[src/rtl/tlp_pkg.sv]
// Shared constants and FSM encoding for the TLP traffic source.
package tlp_pkg;

  localparam int unsigned DATA_W    = 10;
  localparam int unsigned LEN_W     = 5;
  localparam int unsigned LANES     = 4;
  localparam int unsigned LANE_W    = $clog2(LANES);
  localparam int unsigned PAYLOAD_W = 8;
  localparam int unsigned DEST_MSB  = 9;
  localparam int unsigned DEST_LSB  = 8;
  localparam int unsigned DEST_W    = DEST_MSB - DEST_LSB + 1;

  // Fibonacci taps for x^8+x^6+x^5+x^4+1 on a left-shifting register: bits 7,5,4,3
  localparam logic [PAYLOAD_W-1:0] LFSR_TAPS    = 8'hB8;
  localparam logic [PAYLOAD_W-1:0] PAYLOAD_SEED = 8'h01;

  typedef enum logic [1:0] {
    ST_IDLE  = 2'd0,
    ST_SEND  = 2'd1,
    ST_PAUSE = 2'd2,
    ST_DONE  = 2'd3
  } state_e;

endpackage

[src/rtl/tlp_payload_gen.sv]
// Payload generator: LFSR when TLP_SRC_LFSR_EN is defined, otherwise a wrapping counter.
// Both start at PAYLOAD_SEED and step once per asserted advance.
module tlp_payload_gen
  import tlp_pkg::*;
(
  input  logic                 clk,
  input  logic                 reset,
  input  logic                 advance,
  output logic [PAYLOAD_W-1:0] payload
);

  logic [PAYLOAD_W-1:0] pl_q;
  logic [PAYLOAD_W-1:0] pl_d;

  always_comb begin
`ifdef TLP_SRC_LFSR_EN
    pl_d = {pl_q[PAYLOAD_W-2:0], ^(pl_q & LFSR_TAPS)};
`else
    pl_d = pl_q + 8'd1;
`endif
  end

  always_ff @(posedge clk or negedge reset) begin
    if (!reset) begin
      pl_q <= PAYLOAD_SEED;
    end else if (advance) begin
      pl_q <= pl_d;
    end
  end

  assign payload = pl_q;

endmodule

[src/rtl/tlp_traffic_source.sv]
// Burst producer for four input-FIFO lanes: round-robin over enabled lanes with
// almost_full backpressure. Payload style selected by TLP_SRC_LFSR_EN.
module tlp_traffic_source
  import tlp_pkg::*;
(
  input  logic              clk,
  input  logic              reset,
  input  logic              start,
  input  logic              abort,
  input  logic [LEN_W-1:0]  burst_len,
  input  logic [LANES-1:0]  lane_mask,
  input  logic              almost_full0,
  input  logic              almost_full1,
  input  logic              almost_full2,
  input  logic              almost_full3,
  output logic              push_out0,
  output logic              push_out1,
  output logic              push_out2,
  output logic              push_out3,
  output logic [DATA_W-1:0] data_out0,
  output logic [DATA_W-1:0] data_out1,
  output logic [DATA_W-1:0] data_out2,
  output logic [DATA_W-1:0] data_out3,
  output logic [LEN_W-1:0]  sent_count,
  output logic              busy,
  output logic              done
);

  state_e                 state_q;
  logic [LEN_W-1:0]       len_q;
  logic [LEN_W-1:0]       cnt_q;
  logic [LANES-1:0]       mask_q;
  logic [LANES-1:0]       push_q;
  logic [DATA_W-1:0]      data_q [LANES];
  logic [LANE_W-1:0]      rr_q;
  logic                   busy_q;
  logic                   done_q;

  logic [LANES-1:0]       af;
  logic [LANES-1:0]       elig;
  logic [LANE_W-1:0]      lane;
  logic [LANE_W-1:0]      pick_idx;
  logic                   pick_valid;
  logic                   advance;
  logic [PAYLOAD_W-1:0]   payload;

  assign af   = {almost_full3, almost_full2, almost_full1, almost_full0};
  assign elig = mask_q & ~af;

  // First eligible lane scanning from rr upward, wrapping modulo LANES.
  always_comb begin
    pick_valid = 1'b0;
    pick_idx   = rr_q;
    lane       = '0;
    for (int k = 0; k < LANES; k++) begin
      lane = rr_q + LANE_W'(k);
      if (!pick_valid && elig[lane]) begin
        pick_valid = 1'b1;
        pick_idx   = lane;
      end
    end
  end

  assign advance = (state_q == ST_SEND) && !abort && pick_valid;

  tlp_payload_gen u_payload_gen (
    .clk     (clk),
    .reset   (reset),
    .advance (advance),
    .payload (payload)
  );

  always_ff @(posedge clk or negedge reset) begin
    if (!reset) begin
      state_q <= ST_IDLE;
      len_q   <= '0;
      cnt_q   <= '0;
      mask_q  <= '0;
      push_q  <= '0;
      rr_q    <= '0;
      busy_q  <= 1'b0;
      done_q  <= 1'b0;
      for (int i = 0; i < LANES; i++) data_q[i] <= '0;
    end else begin
      push_q <= '0;
      done_q <= 1'b0;
      unique case (state_q)
        ST_IDLE: begin
          if (start) begin
            len_q  <= burst_len;
            mask_q <= lane_mask;
            cnt_q  <= '0;
            if (burst_len == '0 || lane_mask == '0) begin
              state_q <= ST_DONE;
              done_q  <= 1'b1;
            end else begin
              state_q <= ST_SEND;
              busy_q  <= 1'b1;
            end
          end
        end
        ST_SEND: begin
          if (abort) begin
            state_q <= ST_DONE;
            done_q  <= 1'b1;
            busy_q  <= 1'b0;
          end else if (pick_valid) begin
            push_q[pick_idx] <= 1'b1;
            data_q[pick_idx] <= {cnt_q[DEST_W-1:0], payload};
            cnt_q            <= cnt_q + LEN_W'(1);
            rr_q             <= pick_idx + LANE_W'(1);
            if (cnt_q + LEN_W'(1) == len_q) begin
              state_q <= ST_DONE;
              done_q  <= 1'b1;
              busy_q  <= 1'b0;
            end
          end else begin
            state_q <= ST_PAUSE;
          end
        end
        ST_PAUSE: begin
          if (abort) begin
            state_q <= ST_DONE;
            done_q  <= 1'b1;
            busy_q  <= 1'b0;
          end else if (|elig) begin
            state_q <= ST_SEND;
          end
        end
        ST_DONE: begin
          state_q <= ST_IDLE;
        end
        default: state_q <= ST_IDLE;
      endcase
    end
  end

  assign push_out0  = push_q[0];
  assign push_out1  = push_q[1];
  assign push_out2  = push_q[2];
  assign push_out3  = push_q[3];
  assign data_out0  = data_q[0];
  assign data_out1  = data_q[1];
  assign data_out2  = data_q[2];
  assign data_out3  = data_q[3];
  assign sent_count = cnt_q;
  assign busy       = busy_q;
  assign done       = done_q;

endmodule

[config.mk]
export PLATFORM = sky130hd
export DESIGN_NAME = tlp_traffic_source
export DESIGN_NICKNAME = d
export VERILOG_FILES = /design/src/rtl/tlp_pkg.sv /design/src/rtl/tlp_payload_gen.sv /design/src/rtl/tlp_traffic_source.sv
export SDC_FILE = /design/constraint.sdc
export NUM_CORES = 1
export LEC_CHECK = 0
export CAP_MARGIN = 25
export CORE_ASPECT_RATIO = 0.6
export CORE_MARGIN = 1
export CORE_UTILIZATION = 50
export CTS_CLUSTER_DIAMETER = 80
export DETAILED_ROUTE_END_ITERATION = 16
export PLACE_DENSITY = 0.78
export SETUP_SLACK_MARGIN = 0.1
export SLEW_MARGIN = 20
export SYNTH_ARGS = -nofsm -noshare
export SYNTH_HDL_FRONTEND = slang
export SYNTH_HIERARCHICAL = 1
export SYNTH_SLANG_ARGS = --single-unit
[constraint.sdc]
create_clock -name clk -period 4.4 [get_ports clk]
set_input_delay 0.88 -clock clk [delete_from_list [all_inputs] [get_ports clk]]
set_output_delay 0.88 -clock clk [all_outputs]
set_load 0.05 [all_outputs]
==> flow_summary.toml, run 1 <==
[power]
p_leak_nw = 2.03
ir_drop_mv = 0.417
power_density_nw_per_um2 = 675

[yosys]
syn_area_um2 = 3360
yosys_warnings = 6
ys_ff_latch = 72
ys_async_sr_fraction_pct = 100
synth.distinct_cells = 47
yosys.area.top_type_share_pct = 52.8
yosysSeqAreaShare_pct = 53.6
netlist_top_cells_area = "dfrtp_1, mux2_1, mux2_2, ha_1, nand2_1"
synth_nets = 299
synth_edf_count = 0
syn_area_per_cell_um2 = 12.4
ys.flop_type = "dfrtp_1"
netlist_instances = 272
synth_largest_area_cell = "dfrtp_1"

[critical_path]
arrival_ns = 3.53
critPathMaxFanout = 11
worstPathRequired_ns = 4.64
worst_path_largest_cell_delay_ns = 0.59
worstReg2RegStart = "state_q[1]"
critPathKind = "in -> reg"
path_cells = "clkdlybuf4s50_1, nor2b_1, o22ai_1, a222oi_1, inv_1, ha_1, nand2_1, mux2_2"
critPathLaunch = "almost_full1"
crit_path_end_kind = "register"
startpoint_type = "primary input"
slowest_stage = "a222oi_1"

[clock_tree]
cts.sinks = 72
clk-insertion-delay-late_ns = 0.35
cts_made_buffers = 9
cts.htree.levels = 3
clkSlewWorstSetupHoldPaths_ns = 0.08
holdBufCountCts = 0
cts_tree = "done"
clk_path_buf_depth = 2
postCtsSetupBuffers = 0
clockRootBuffer = "clkbuf_8"
postCtsResizedCells = 0

[grt]
antenna_found_initial = 0
grt_max_degree = 41
grt_pass1_vias = 2415
busiest_layer = "met2"
use_met1_pct = 32.8
grt_use_met2_pct = 36.5
overflow = 0
grt_pass1_wl_um = 12500
grt_usage_pct = 23.8
use_met3_pct = 6.75

[sta]
worstMarginPinSlew_ns = 0.746
skew_ns = 0.00427
finalSetupTns_ns = 0
final.period_utilization_pct = 74.8
hold_violations = 0
rsz0062_at_grt = "no"
setup_viol = 0
drv_slew = 0
fmax_mhz = 304
min_period_ns = 3.29
slew_headroom_pct = 50.3

[layout]
finish.instance_area_um2 = 4310
drive_above_1_share_pct = 11.6
area_growth_pct = 28.1
layout_common_cells = "dfrtp_1, clkdlybuf4s50_1, mux2_1"
final_nets = 368
num-fill-cells = 499
insertedDiodeCount = 0
layout_commonest_cell = "dfrtp_1"

[route]
drt_iter0_markers = 195
drc = 0
wl_um = 7440
vias_per_cell = 5.59
first_pass_iters = 5
via_count = 2405
ant_nets = 0
wire_per_inst_um = 17.3

[die]
die_h_um = 65.5
die_w_um = 108
die-area_um2 = 7070
core_um2 = 6300
rows = 22
io_pins = 68
initial_core_util_pct = 53.4

[run_status]
status = "finished, final reports clean"

[place]
gp_congestion = 0.792
dpl.hpwl_um = 5320
place_area_um2 = 4090
io_buffer_count = 67

[flow_run]
maxCapViolations = 0

[worst_hold_path]
min-delay-start = "data_out1[6]"
hold_class = "reg -> reg"
[state kept, by name (all words and copies together) (netlist names), 5 cells and up]
name and count:
len_q 5, sent_count 5, data_out1 10, data_out2 10, data_out3 10, data_out0 10, u_payload_gen/payload 8
[cell usage after synthesis (2+ instances only)]
cell type	number
dfrtp_1	71
a211oi_1	2
clkbuf_1	3
nand2b_1	4
xnor2_1	6
or3_1	2
a21o_1	2
nand4_2	2
buf_2	4
inv_1	11
xor2_1	6
nand4_1	4
nor4_1	4
mux2i_1	3
mux2_1	36
mux2_2	14
nor2_1	7
o21a_1	3
nor2b_1	7
a22o_1	4
buf_4	4
o22ai_1	3
nand3_1	3
o21ai_0	12
ha_1	10
nand2_1	19
a21oi_1	6
[final cells by class]
type	count	area (um^2)	share of cell area, %
sequential	72	1800	41.9
clock inverter	6	92.6	2.15
multi-input combinational	177	1450	33.7
tap	84	105	2.44
inverter	12	45.0	1.05
timing repair buffer	69	681	15.8
clock buffer	10	128	2.96
[power by group]
group	leakage, nW	total [W]	internal (W)	switching (W)
Combinational	0.978	0.00129	0.000496	0.000794
Sequential	0.951	0.00104	0.000854	0.000183
Clock	0.103	0.000580	0.000322	0.000258
Total	2.03	0.00291	0.00167	0.00123
[final timing paths]
check,to,slack (ns),cells past startpoint
worst max-delay path,data_out0[9],1.11,8
worst min-delay path,data_out1[6],0.49,1
worst max register to register,data_out3[5],1.63,8
worst min register to register,data_out1[6],0.49,1
max in group asynchronous,data_out1[4],2.83,2
min in group asynchronous,data_out0[6],0.59,1
[per-layer routing]
metal	vias to the layer above	part of all wire (%)
li1	1108	-
met4	0	1.2
met3	15	6.3
met5	-	0
met2	86	45
met1	1196	48
[stage by stage]
stage	utilization, %	hold slack (ns)	std cells	total power, W	worst slack (ns)
floorplan	-	0.477	272	0.00191	1.67
global placement	64.8	0.475	414	0.00228	0.914
detailed placement	64.8	0.482	414	0.00233	0.774
CTS	68.3	0.500	430	0.00292	1.15
global route	68.3	0.515	430	0.00307	0.942
finish	68.3	0.495	430	0.00291	1.11
[critical path, delay by kind of cell]
family / cells / cell delay, ns
AOI/OAI and AO/OA: 2 / 0.72
adders and majority gates: 1 / 0.22
buffers and inverters: 2 / 0.55
muxes: 1 / 0.40
and+or+nand+nor: 2 / 0.75
[kinds of logic after synthesis]
group,share of synthesized area (%)
buffers and inverters,3.16
adder cells (fa/ha/maj),3.72
flip-flops,53.6
multiplexers,17.6
AND/OR/NAND/NOR,9.56
AO/OA/AOI/OAI,9.19
XOR/XNOR,3.12
Note: power is estimated with default switching activity, not from simulation.
==> run 2: changes to the inputs <==
- CORE_UTILIZATION: 50 -> 46
- PLACE_DENSITY: 0.78 -> 0.76
- clock period: 4.4 -> 2.7 ns (I/O delays scaled with it)
==> flow_summary.toml, run 2 (synthesis results as in run 1) <==
[critical_path]
critPathMaxFanout = 6
worst_path_largest_cell_delay_ns = 0.43
arrival_ns = 2.63
r2r_cells = 9
reg2reg_slack_ns = 0.45
slowest_stage = "clkdlybuf4s50_1"
reg2reg_to = "sent_count[4]"
critPathLaunch = "almost_full3"
path_cells = "clkdlybuf4s50_1, nor2b_2, o22ai_1, a222oi_1, buf_4, inv_1, ha_1, nand2_1, buf_4, mux2_1"
worstPathRequired_ns = 2.91
crit_path_end_kind = "register"
cp_common_cell = "buf_4"
worst-path-buf-inv = 4
critPathKind = "in -> reg"
startpoint_type = "primary input"
cp_top_family = "buffers and inverters"
worstReg2RegStart = "state_q[1]"

[route]
first_pass_iters = 4
wl_um = 7550
ant_nets = 0
wire_per_inst_um = 16.9
drt_iter0_markers = 102
vias_per_cell = 5.40
via_count = 2408
drc = 0

[layout]
insertedDiodeCount = 0
register_area_um2 = 1800
stdcell_count = 446
drive_above_1_share_pct = 14.8
post-route-util_pct = 66.1
num-fill-cells = 524
multi_input_area_um2 = 1450
area_growth_pct = 35.2
layout_common_cells = "dfrtp_1, clkdlybuf4s50_1, mux2_1"
final_nets = 381
layout_commonest_cell = "dfrtp_1"

[die]
initial_core_util_pct = 48.9
die_h_um = 68.2
rows = 23
core_um2 = 6880
die-area_um2 = 7670
io_pins = 68
die_w_um = 112

[place]
place_ws_ns = -0.0525
io_buffer_count = 67
dpl.hpwl_um = 5350
gp_congestion = 0.862
dp.cells = 430

[sta]
setup_viol = 0
skew_ns = 0.00743
rsz0062_at_grt = "no"
min_period_ns = 2.42
final.setup.worst_slack_ns = 0.278
hold_violations = 0
worstMarginPinSlew_ns = 0.607
fmax_mhz = 413
drv_slew = 0
slew_headroom_pct = 59.1
final.period_utilization_pct = 89.7

[power]
p_leak_nw = 2.16
p_total_w = 0.00514
power_density_nw_per_um2 = 1130
ir_drop_mv = 0.761

[grt]
antenna_found_initial = 0
grt_max_degree = 47
overflow = 0
grt_pass1_vias = 2367
grt_pass1_wl_um = 12300
grt_usage_pct = 22.0

[clock_tree]
clk_path_buf_depth = 2
cts.sinks = 72
cts.htree.levels = 3
clk-insertion-delay-late_ns = 0.34
postCtsResizedCells = 0
holdBufCountCts = 0
cts_made_buffers = 9
clkSlewWorstSetupHoldPaths_ns = 0.06
postCtsSetupBuffers = 0
clockRootBuffer = "clkbuf_16"
cts_tree = "done"

[run_status]
status = "finished, final reports clean"

[flow_run]
maxCapViolations = 0

[worst_hold_path]
hold_class = "in -> async"
run 2: cell types whose count changed in the layout (fill, tap and decap cells not counted):
cell	previous run	this run
buf_12	0	3
buf_4	2	12
clkbuf_16	0	9
clkbuf_8	9	0
run 2: cell type report:
class / instances / area share, %
clock buffers: 10 / 5.03
clock inverters: 6 / 2.04
inverters: 12 / 0.990
multi-input cells: 177 / 32.0
flip-flops and latches: 72 / 39.6
well taps: 87 / 2.39
repair buffers: 82 / 17.9
run 2: where the power goes:
part           leakage (nW)  internal, W  switching (W)
Combinational          1.06     0.000873        0.00131
Sequential            0.951      0.00139       0.000282
Clock                 0.149     0.000813       0.000465
Total                  2.16      0.00308        0.00205
run 2: worst max path at each step:
stage | endpoint | slack, ns | cells after the start
after floorplan | data_out2[1] | 0.31 | 8
after global placement | data_out0[1] | 0.000002 | 10
after detailed placement | data_out2[7] | -0.05 | 10
after CTS | data_out0[8] | 0.28 | 10
after global routing | data_out2[9] | 0.17 | 10
final | data_out0[8] | 0.28 | 10
run 2: stage by stage:
stage	area [um^2]	TNS, ns	hold slack [ns]
global placement	4230	0	0.475
detailed placement	4230	-0.537	0.481
finish	4550	0	0.214
CTS	4550	0	0.229
global route	4550	0	0.251
floorplan	3360	0	0.244
run 2: routing by layer:
metal / global-route usage (%) / wire [um] / vias to the layer above
met5: 0 / 0 / -
met1: 30.5 / 3680 / 1181
met3: 6.47 / 390 / 9
met4: 8.00 / 101 / 0
li1: - / - / 1140
met2: 33.2 / 3380 / 78
